--- src/rtl/q_op_issue_ctrl.sv ---
`timescale 1ns/1ps
// -----------------------------------------------------------------------------
// q_op_issue_ctrl
//
// Sequencer in front of the quantum-register decoder. Timed quantum-op
// instructions arrive on a valid/ready port and are checked for legality.
// Legal ones are buffered in a small FIFO. Each op is held for its programmed
// wait interval, then the register files are read for one cycle. The decoded
// op is then offered downstream with a valid/ready handshake.
//
// Ports
//   clk, rst_n          clock (rising edge), asynchronous active-low reset
//   instr_valid/ready   instruction handshake; ready = FIFO not full
//   instr_type          01 single-qubit, 10 double-qubit, 00/11 illegal
//   instr_addr          register read address, bit 4 selects a long register
//   instr_off           short-register qubit offset (units of 4 qubits)
//   instr_wait          idle cycles inserted before the register read
//   reg_rd_en           one-cycle read strobe to the register files
//   reg_read_addr       registered read address to register files / decoder
//   reg_off             registered qubit offset to the decoder
//   q_reg_sel           decoder select: 01 single, 10 double, 00 when idle
//   op_valid/op_ready   decoded-op handshake to the pulse stage
//   busy                FIFO non-empty or sequencer not idle
//   err_illegal         one-cycle pulse after an illegal instruction is dropped
//   issue_cnt           completed op handshakes, wraps at 16 bits
// -----------------------------------------------------------------------------
module q_op_issue_ctrl #(
   parameter int FIFO_DEPTH = 4,
   parameter int WAIT_W     = 16
) (
   input  logic              clk,
   input  logic              rst_n,
   input  logic              instr_valid,
   output logic              instr_ready,
   input  logic [1:0]        instr_type,
   input  logic [4:0]        instr_addr,
   input  logic [4:0]        instr_off,
   input  logic [WAIT_W-1:0] instr_wait,
   output logic              reg_rd_en,
   output logic [4:0]        reg_read_addr,
   output logic [4:0]        reg_off,
   output logic [1:0]        q_reg_sel,
   output logic              op_valid,
   input  logic              op_ready,
   output logic              busy,
   output logic              err_illegal,
   output logic [15:0]       issue_cnt
);

   localparam int PTR_W = (FIFO_DEPTH > 1) ? $clog2(FIFO_DEPTH) : 1;
   localparam int CNT_W = $clog2(FIFO_DEPTH + 1);

   localparam logic [1:0] TYPE_SINGLE = 2'b01;
   localparam logic [1:0] TYPE_DOUBLE = 2'b10;

   // Largest short-register offset that keeps the 4-qubit group inside the
   // register: 8*off + 91 <= 219  <=>  off <= 16.
   localparam logic [4:0] MAX_SHORT_OFF = 5'd16;

   typedef enum logic [1:0] {
      S_IDLE,
      S_WAIT,
      S_READ,
      S_ISSUE
   } state_t;

   typedef struct packed {
      logic [1:0]        op_type;
      logic [4:0]        addr;
      logic [4:0]        off;
      logic [WAIT_W-1:0] wait_cyc;
   } entry_t;

   // ---------------------------------------------------------------------------
   // Acceptance and legality
   // ---------------------------------------------------------------------------
   logic             instr_legal;
   logic             accept;
   logic             push;
   logic             pop;
   logic             fifo_empty;
   logic             fifo_full;

   logic [PTR_W-1:0] wr_ptr;
   logic [PTR_W-1:0] rd_ptr;
   logic [CNT_W-1:0] fifo_cnt;
   entry_t           fifo_mem [FIFO_DEPTH];
   entry_t           head;
   entry_t           new_entry;

   state_t           state;
   logic [WAIT_W-1:0] wait_cnt;
   logic [1:0]       lat_type;

   assign instr_legal = (instr_type == TYPE_DOUBLE) ||
                        ((instr_type == TYPE_SINGLE) &&
                         (instr_addr[4] || (instr_off <= MAX_SHORT_OFF)));

   assign fifo_empty  = (fifo_cnt == '0);
   assign fifo_full   = (fifo_cnt == CNT_W'(FIFO_DEPTH));

   // Ready is purely a function of occupancy so the upstream can never see a
   // combinational path from its own valid back to ready.
   assign instr_ready = !fifo_full;
   assign accept      = instr_valid && instr_ready;
   assign push        = accept && instr_legal;
   assign pop         = (state == S_IDLE) && !fifo_empty;

   assign new_entry   = '{op_type:  instr_type,
                          addr:     instr_addr,
                          off:      instr_off,
                          wait_cyc: instr_wait};
   assign head        = fifo_mem[rd_ptr];

   assign busy        = !fifo_empty || (state != S_IDLE);

   // ---------------------------------------------------------------------------
   // Instruction buffer
   // ---------------------------------------------------------------------------
   // NOTE: the storage array has no reset; only pointers and occupancy define
   // which entries are meaningful, and leaving the array unreset lets it map
   // onto plain registers or LUT RAM without a reset tree.
   always_ff @(posedge clk) begin
      if (push) begin
         fifo_mem[wr_ptr] <= new_entry;
      end
   end

   // NOTE: every register in a clocked block uses <=, so all state updates
   // see the pre-edge values and no block ordering can change behaviour.
   always_ff @(posedge clk or negedge rst_n) begin
      if (!rst_n) begin
         wr_ptr   <= '0;
         rd_ptr   <= '0;
         fifo_cnt <= '0;
      end else begin
         // Pointers wrap naturally because FIFO_DEPTH is a power of two.
         if (push) begin
            wr_ptr <= wr_ptr + PTR_W'(1);
         end
         if (pop) begin
            rd_ptr <= rd_ptr + PTR_W'(1);
         end
         // Simultaneous push and pop leave occupancy unchanged.
         case ({push, pop})
            2'b10:   fifo_cnt <= fifo_cnt + CNT_W'(1);
            2'b01:   fifo_cnt <= fifo_cnt - CNT_W'(1);
            default: fifo_cnt <= fifo_cnt;
         endcase
      end
   end

   // ---------------------------------------------------------------------------
   // Illegal-instruction pulse
   // ---------------------------------------------------------------------------
   always_ff @(posedge clk or negedge rst_n) begin
      if (!rst_n) begin
         err_illegal <= 1'b0;
      end else begin
         err_illegal <= accept && !instr_legal;
      end
   end

   // ---------------------------------------------------------------------------
   // Issue sequencer: IDLE -> [WAIT] -> READ -> ISSUE -> IDLE
   // All decoder-facing outputs are registered and change together with the
   // state, so downstream sees glitch-free, state-aligned signals.
   // ---------------------------------------------------------------------------
   always_ff @(posedge clk or negedge rst_n) begin
      if (!rst_n) begin
         state         <= S_IDLE;
         wait_cnt      <= '0;
         lat_type      <= 2'b00;
         reg_rd_en     <= 1'b0;
         reg_read_addr <= 5'd0;
         reg_off       <= 5'd0;
         q_reg_sel     <= 2'b00;
         op_valid      <= 1'b0;
         issue_cnt     <= 16'd0;
      end else begin
         // NOTE: the strobe defaults low every cycle and is only raised on the
         // transition into READ, which keeps it exactly one cycle wide.
         reg_rd_en <= 1'b0;

         case (state)
            S_IDLE: begin
               if (pop) begin
                  lat_type      <= head.op_type;
                  reg_read_addr <= head.addr;
                  // Offset is forwarded unchanged; the decoder ignores it for
                  // long and double ops.
                  reg_off       <= head.off;
                  if (head.wait_cyc == '0) begin
                     state     <= S_READ;
                     reg_rd_en <= 1'b1;
                  end else begin
                     wait_cnt <= head.wait_cyc;
                     state    <= S_WAIT;
                  end
               end
            end

            S_WAIT: begin
               // Leaving when the counter steps from 1 to 0 spends exactly
               // instr_wait cycles in this state.
               wait_cnt <= wait_cnt - WAIT_W'(1);
               if (wait_cnt == WAIT_W'(1)) begin
                  state     <= S_READ;
                  reg_rd_en <= 1'b1;
               end
            end

            S_READ: begin
               // Register files answer one cycle after the strobe, so the
               // decoder output is valid from the next cycle on.
               state     <= S_ISSUE;
               op_valid  <= 1'b1;
               q_reg_sel <= lat_type;
            end

            S_ISSUE: begin
               if (op_ready) begin
                  state     <= S_IDLE;
                  op_valid  <= 1'b0;
                  q_reg_sel <= 2'b00;
                  issue_cnt <= issue_cnt + 16'd1;
               end
            end

            default: begin
               state     <= S_IDLE;
               op_valid  <= 1'b0;
               q_reg_sel <= 2'b00;
            end
         endcase
      end
   end

endmodule

--- config.mk ---
export PLATFORM = sky130hd
export DESIGN_NAME = q_op_issue_ctrl
export DESIGN_NICKNAME = d
export VERILOG_FILES = /design/src/rtl/q_op_issue_ctrl.sv
export SDC_FILE = /design/constraint.sdc
export NUM_CORES = 1
export LEC_CHECK = 0
export ABC_AREA = 0
export BUFFER_PORTS_ARGS = -buffer_cell sky130_fd_sc_hd__buf_2
export CORE_MARGIN = 2
export CORE_UTILIZATION = 45
export DETAILED_ROUTE_END_ITERATION = 8
export PLACE_DENSITY = 0.66
export SLEW_MARGIN = 20
export SYNTH_ARGS = -nofsm -noshare
export SYNTH_HDL_FRONTEND = slang
export SYNTH_SLANG_ARGS = --single-unit
--- constraint.sdc ---
create_clock -name clk -period 2.7 [get_ports clk]
set_input_delay 0.675 -clock clk [delete_from_list [all_inputs] [get_ports clk]]
set_output_delay 0.675 -clock clk [all_outputs]
set_load 0.01 [all_outputs]
==> impl_metrics.env, run 1 <==
export IMPL_critPathBufInv=3
export IMPL_slew_violations=0
export IMPL_crit_chain="buf_12 > buf_4 > mux4_2 > nor4_2 > nand4_2 > nor2_2 > buf_4 > o22ai_1 > a21oi_1"
export IMPL_power_leakage_nw=3.28
export IMPL_drc=0
export IMPL_cp_slowest_cell="mux4_2"
export IMPL_rsz0062_at_grt="no"
export IMPL_htree_num_levels=4
export IMPL_final_setup_viol_count=0
export IMPL_r2r_slack_ns=0.15
export IMPL_die_area_um2=16700
export IMPL_relSlewSlack_pct=60.0
export IMPL_period_share_pct=94.5
export IMPL_cp_end_kind="flip-flop"
export IMPL_core_um2=15300
export IMPL_hold_worst_slack_ns=0.255
export IMPL_syn_area_per_cell_um2=16.0
export IMPL_grt_max_degree=37
export IMPL_worstPathMaxFanout=15
export IMPL_tightest_slew_ns=0.599
export IMPL_hold_viol_final=0
export IMPL_cts_buffer_depth=2
export IMPL_fin_util_pct=56.5
export IMPL_clkTransAtPathRegs_ns=0.06
export IMPL_wl_per_cell_um=18.4
export IMPL_p_switching_mw=1.35
export IMPL_grt_pass1_vias=4303
export IMPL_cts_tree="done"
export IMPL_cts_setup_buffers=0
export IMPL_pre_cts_slack_ns=-0.110
export IMPL_vias=4179
export IMPL_clockPowerShare_pct=42.2
export IMPL_dieWidth_um=129
export IMPL_initial_core_util_pct=46.3
export IMPL_wl_um=14200
export IMPL_syn_nets=486
export IMPL_crit_arrival_ns=2.88
export IMPL_netlist_instances=441
export IMPL_swShare_pct=22.0
export IMPL_cp_common_cell="buf_4"
export IMPL_p_int_mw=4.78
export IMPL_synthTopCellsByCount="edfxtp_1 (112), dfrtp_1 (58), nand2_1 (29)"
export IMPL_vias_per_cell=5.42
export IMPL_ctsHoldBuffers=0
export IMPL_final_nets=592
export IMPL_io_pin_count=65
export IMPL_worst_skew_pair_late_latency_ns=0.42
export IMPL_drt_initial_drc_count=359
export IMPL_fin_crit_ns=2.55
export IMPL_place_gp_congestion=0.857
export IMPL_required_ns=3.03
export IMPL_pwr_density_cell_nw_per_um2=711
export IMPL_combPwrFrac_pct=7.9
export IMPL_maxCapViolations=0
export IMPL_dpl_instance_area_um2=7990
export IMPL_drive_gt1_share_pct=32.0
export IMPL_tns_ns=0
export IMPL_cts_resized_gates=0
export IMPL_hp_class="input pin to async pin"
export IMPL_numPortBuffers=64
export IMPL_yosys_area_top_type_share_pct=47.7
export IMPL_synthTopCellsByArea="edfxtp_1 (48%), dfrtp_1 (21%), mux4_2 (7.7%), mux2_2 (2.4%), ha_1 (2.1%)"
export IMPL_die_y_um=129
export IMPL_synth_warnings=0
export IMPL_yosys_register_bits=170
export IMPL_peakVddDrop_mv=0.539
export IMPL_ant_nets=0
export IMPL_n_antenna_cell=0
export IMPL_synth_edf_count=112
export IMPL_skew_ns=0.0127
export IMPL_antenna_found_initial=0
export IMPL_start_kind="flip-flop"
export IMPL_ys_seq_area_share_pct=68.2
export IMPL_synth_flop_cell="edfxtp_1"
export IMPL_yosys_area_top_type="edfxtp_1"
export IMPL_design_area_um2=8620
export IMPL_row_count=45
export IMPL_yosysMostFrequentCell="edfxtp_1"
export IMPL_numCtsBuffers=17
export IMPL_synthDistinctLibCells=52
export IMPL_grt_usage_pct=18.2
export IMPL_syn2layout_area_growth_pct=22.1
export IMPL_netlist_area_um2=7060
export IMPL_cts_sinks=170
export IMPL_max_freq_mhz=392
export IMPL_place_hpwl_um=9500
export IMPL_crit_family="simple AND/OR/NAND/NOR gates"
export IMPL_status="complete, no violations"
export IMPL_grt_pass1_wl_um=22700
export IMPL_dr_pass1_iters=4
export IMPL_cts_root_buf="clkbuf_16"
export IMPL_ys_async_sr_fraction_pct=34.1
export IMPL_p_seq_share_pct=50.0
export IMPL_cpPeakStageDelay_ns=0.56
export IMPL_critPathKind="flip-flop to flip-flop"
export IMPL_fin_ws_ns=0.149
export IMPL_overflow=0
## metrics by stage
stage	total power [mW]	instances
floorplan	3.34	441
global placement	3.57	739
detailed placement	3.60	739
CTS	6.20	771
global route	6.35	771
finish	6.13	771
## registers in the layout (all words and copies together), names as in the netlist
signal and count:
wr_ptr 2, reg_rd_en 1, q_reg_sel 2, rd_ptr 2
fifo_mem 112, reg_read_addr 5, state 2, fifo_cnt 3
lat_type 2, op_valid 1, err_illegal 1, reg_off 5
wait_cnt 16, issue_cnt 16
## area by class of cell
class / count / area [um2]
clock buffers: 19 / 443
well taps: 211 / 264
fillers: 1195 / 6640
multi-input cells: 245 / 2140
clock inverters: 13 / 188
inverters: 15 / 56.3
repair buffers: 98 / 713
flip-flops and latches: 170 / 4820
## layout by cell type (no fill, tap or decap), types with 5 or more instances in the layout
master,count
edfxtp_1,112
buf_2,64
dfrtp_1,57
nand2_1,29
mux4_2,24
buf_4,23
clkbuf_16,17
o22ai_1,16
nor2_1,16
xnor2_1,16
inv_1,15
mux2_2,15
a21oi_1,13
nand3_1,12
ha_1,12
buf_12,11
nor3_1,10
nand4_1,8
o21ai_0,8
xor2_1,5
## per-layer routing
metal	vias to the layer above	wire (um)	GRT usage (%)	share of wire (%)
li1	1929	-	-	-
met1	2134	6120	23.6	43
met5	-	0	0	0
met3	18	604	4.42	4.3
met4	0	231	6.91	1.6
met2	98	7210	30.0	51
## power by group through the flow
stage | sequential, mW | combinational, mW | clock (mW)
global route | 3.08 | 0.541 | 2.73
global placement | 3.10 | 0.469 | 0
detailed placement | 3.12 | 0.485 | 0
CTS | 3.07 | 0.494 | 2.64
finish | 3.06 | 0.482 | 2.58
floorplan | 3.09 | 0.242 | 0
## final timing paths
kind	startpoint	end	cells after the start
max in group asynchronous	rst_n	wait_cnt[2]	2
worst min register to register	issue_cnt[15]	issue_cnt[15]	1
worst max register to register	rd_ptr[0]	wait_cnt[4]	9
worst min-delay path	rst_n	issue_cnt[15]	1
min in group clk	issue_cnt[15]	issue_cnt[15]	1
worst max-delay path	rd_ptr[0]	wait_cnt[4]	9
## kinds of logic after synthesis
| family | count (synthesis) | synth area share [%] |
|---|---|---|
| xor+xnor | 21 | 2.61 |
| simple gates | 105 | 7.82 |
| flops | 170 | 68.2 |
| mux | 47 | 12.1 |
| compound gates | 59 | 5.32 |
| fa+ha+maj | 13 | 2.41 |
| buf+inv | 26 | 1.52 |
Power figures use the tool's default switching activity.
==> run 2: changes to the inputs <==
Settings changed: CELL_PAD_IN_SITES_DETAIL_PLACEMENT set to 0, CELL_PAD_IN_SITES_GLOBAL_PLACEMENT set to 1, PLACE_DENSITY 0.66 to 0.75.
==> impl_metrics.env, run 2 (synthesis gave the netlist of run 1 again) <==
export IMPL_core_um2=15300
export IMPL_numCtsBuffers=17
export IMPL_drc=0
export IMPL_vias=4116
export IMPL_hp_class="input pin to async pin"
export IMPL_timing_rr_end="wait_cnt[12]"
export IMPL_io_pin_count=65
export IMPL_fin_crit_ns=2.58
export IMPL_initial_core_util_pct=46.3
export IMPL_layout_commonest_cell="edfxtp_1"
export IMPL_power_leakage_nw=3.21
export IMPL_final_cell_mix="edfxtp_1 (112), buf_2 (64), dfrtp_1 (57)"
export IMPL_drive_gt1_share_pct=31.8
export IMPL_drt_initial_drc_count=283
export IMPL_pwr_density_cell_nw_per_um2=669
export IMPL_grt_pass1_vias=4187
export IMPL_dpl_instance_area_um2=7960
export IMPL_grt_busiest_layer="met2"
export IMPL_clkTransAtPathRegs_ns=0.06
export IMPL_n_antenna_cell=0
export IMPL_fillerInstances=1243
export IMPL_row_count=45
export IMPL_dr_pass1_iters=4
export IMPL_dieWidth_um=129
export IMPL_wl_per_cell_um=17.8
export IMPL_antenna_found_initial=0
export IMPL_relSlewSlack_pct=56.3
export IMPL_syn2layout_area_growth_pct=20.6
export IMPL_largest_reg_flops=112
export IMPL_overflow=0
export IMPL_period_share_pct=95.5
export IMPL_max_freq_mhz=388
export IMPL_rsz0062_at_grt="no"
export IMPL_crit_arrival_ns=2.91
export IMPL_peakVddDrop_mv=0.493
export IMPL_grt_usage_pct=17.7
export IMPL_slew_violations=0
export IMPL_worst_skew_pair_late_latency_ns=0.42
export IMPL_cts_sinks=170
export IMPL_met3_usage_pct=3.51
export IMPL_tightest_slew_ns=0.656
export IMPL_start_kind="flip-flop"
export IMPL_worstPathMaxFanout=19
export IMPL_use_met1_pct=23.8
export IMPL_cp_end_kind="flip-flop"
export IMPL_place_hpwl_um=9530
export IMPL_hold_worst_slack_ns=0.287
export IMPL_place_gp_congestion=0.795
export IMPL_grt_max_degree=34
export IMPL_final_setup_viol_count=0
export IMPL_cts_buffer_depth=2
export IMPL_vias_per_cell=5.34
export IMPL_ctsHoldBuffers=0
export IMPL_hold_viol_final=0
export IMPL_worstRegToRegCells=8
export IMPL_ant_nets=0
export IMPL_use_met2_pct=28.5
export IMPL_numPortBuffers=64
export IMPL_die_y_um=129
export IMPL_skew_ns=0.0116
export IMPL_top_register="fifo_mem"
export IMPL_wl_um=13700
export IMPL_required_ns=3.03
export IMPL_r2r_start="rd_ptr[0]"
export IMPL_htree_num_levels=4
export IMPL_cts_tree="done"
export IMPL_design_area_um2=8510
export IMPL_status="complete, no violations"
export IMPL_critPathKind="flip-flop to flip-flop"
export IMPL_grt_pass1_wl_um=22100
export IMPL_die_area_um2=16700
export IMPL_largest_registers="fifo_mem (112), issue_cnt (16), wait_cnt (16)"
export IMPL_final_nets=592
export IMPL_maxCapViolations=0
export IMPL_r2r_slack_ns=0.12
export IMPL_cts_root_buf="clkbuf_16"
## run 2: how the worst max path moves through the flow
stage,from,endpoint,slack [ns],depth (start not counted)
global route,rd_ptr[0],wait_cnt[11],0.003,7
global placement,instr_off[0],fifo_cnt[2],-0.08,12
finish,rd_ptr[0],wait_cnt[12],0.12,8
detailed placement,instr_off[0],fifo_cnt[2],-0.11,12
CTS,rd_ptr[0],wait_cnt[11],0.09,7
floorplan,instr_off[0],fifo_cnt[2],0.01,11
## run 2: worst max-delay path: stages (launching register included)
cell and delay (ns):
dfrtp_2 0.37, buf_12 0.19, mux4_1 0.63, nor4_2 0.38
nand4_2 0.28, nor2_2 0.19, buf_4 0.19, o22ai_1 0.08
a21oi_1 0.17
## run 2: cell type report
cell class	instances	area (um2)	share of cell area, %
Clock buffer	17	425	5.00
Clock inverter	15	101	1.19
Inverter	15	56.3	0.662
Multi-Input combinational cell	245	2160	25.4
Sequential cell	170	4820	56.6
Tap cell	211	264	3.10
Timing Repair Buffer	98	688	8.09
## run 2: report_power, final
part	leakage, nW	switching, mW	internal, mW
registers	1.72	0.0680	2.99
logic	1.25	0.275	0.199
clock network	0.244	0.983	1.17
## run 2: metal layers
metal,vias to the layer above,share of wire (%)
met3,13,4.2
met1,2063,45
met2,97,50
met4,0,1.3
li1,1943,-
met5,-,0
## run 2: stage by stage
step | utilization [%] | setup TNS, ns | std cells | total power, mW | setup slack (ns)
global route | 55.8 | 0 | 771 | 5.91 | 0.00287
detailed placement | 52.2 | -0.192 | 738 | 3.60 | -0.109
finish | 55.8 | 0 | 771 | 5.69 | 0.122
floorplan | - | 0 | 441 | 3.34 | 0.0126
CTS | 55.6 | 0 | 770 | 5.75 | 0.0883
global placement | 52.2 | -0.116 | 738 | 3.57 | -0.0831
## run 2: what timing repair did
| action | CTS | global route |
|---|---|---|
| setup buffers | 0 | 1 |
| endpoints found under the setup margin | 0 | 9 |
| gates resized for setup | 0 | 3 |
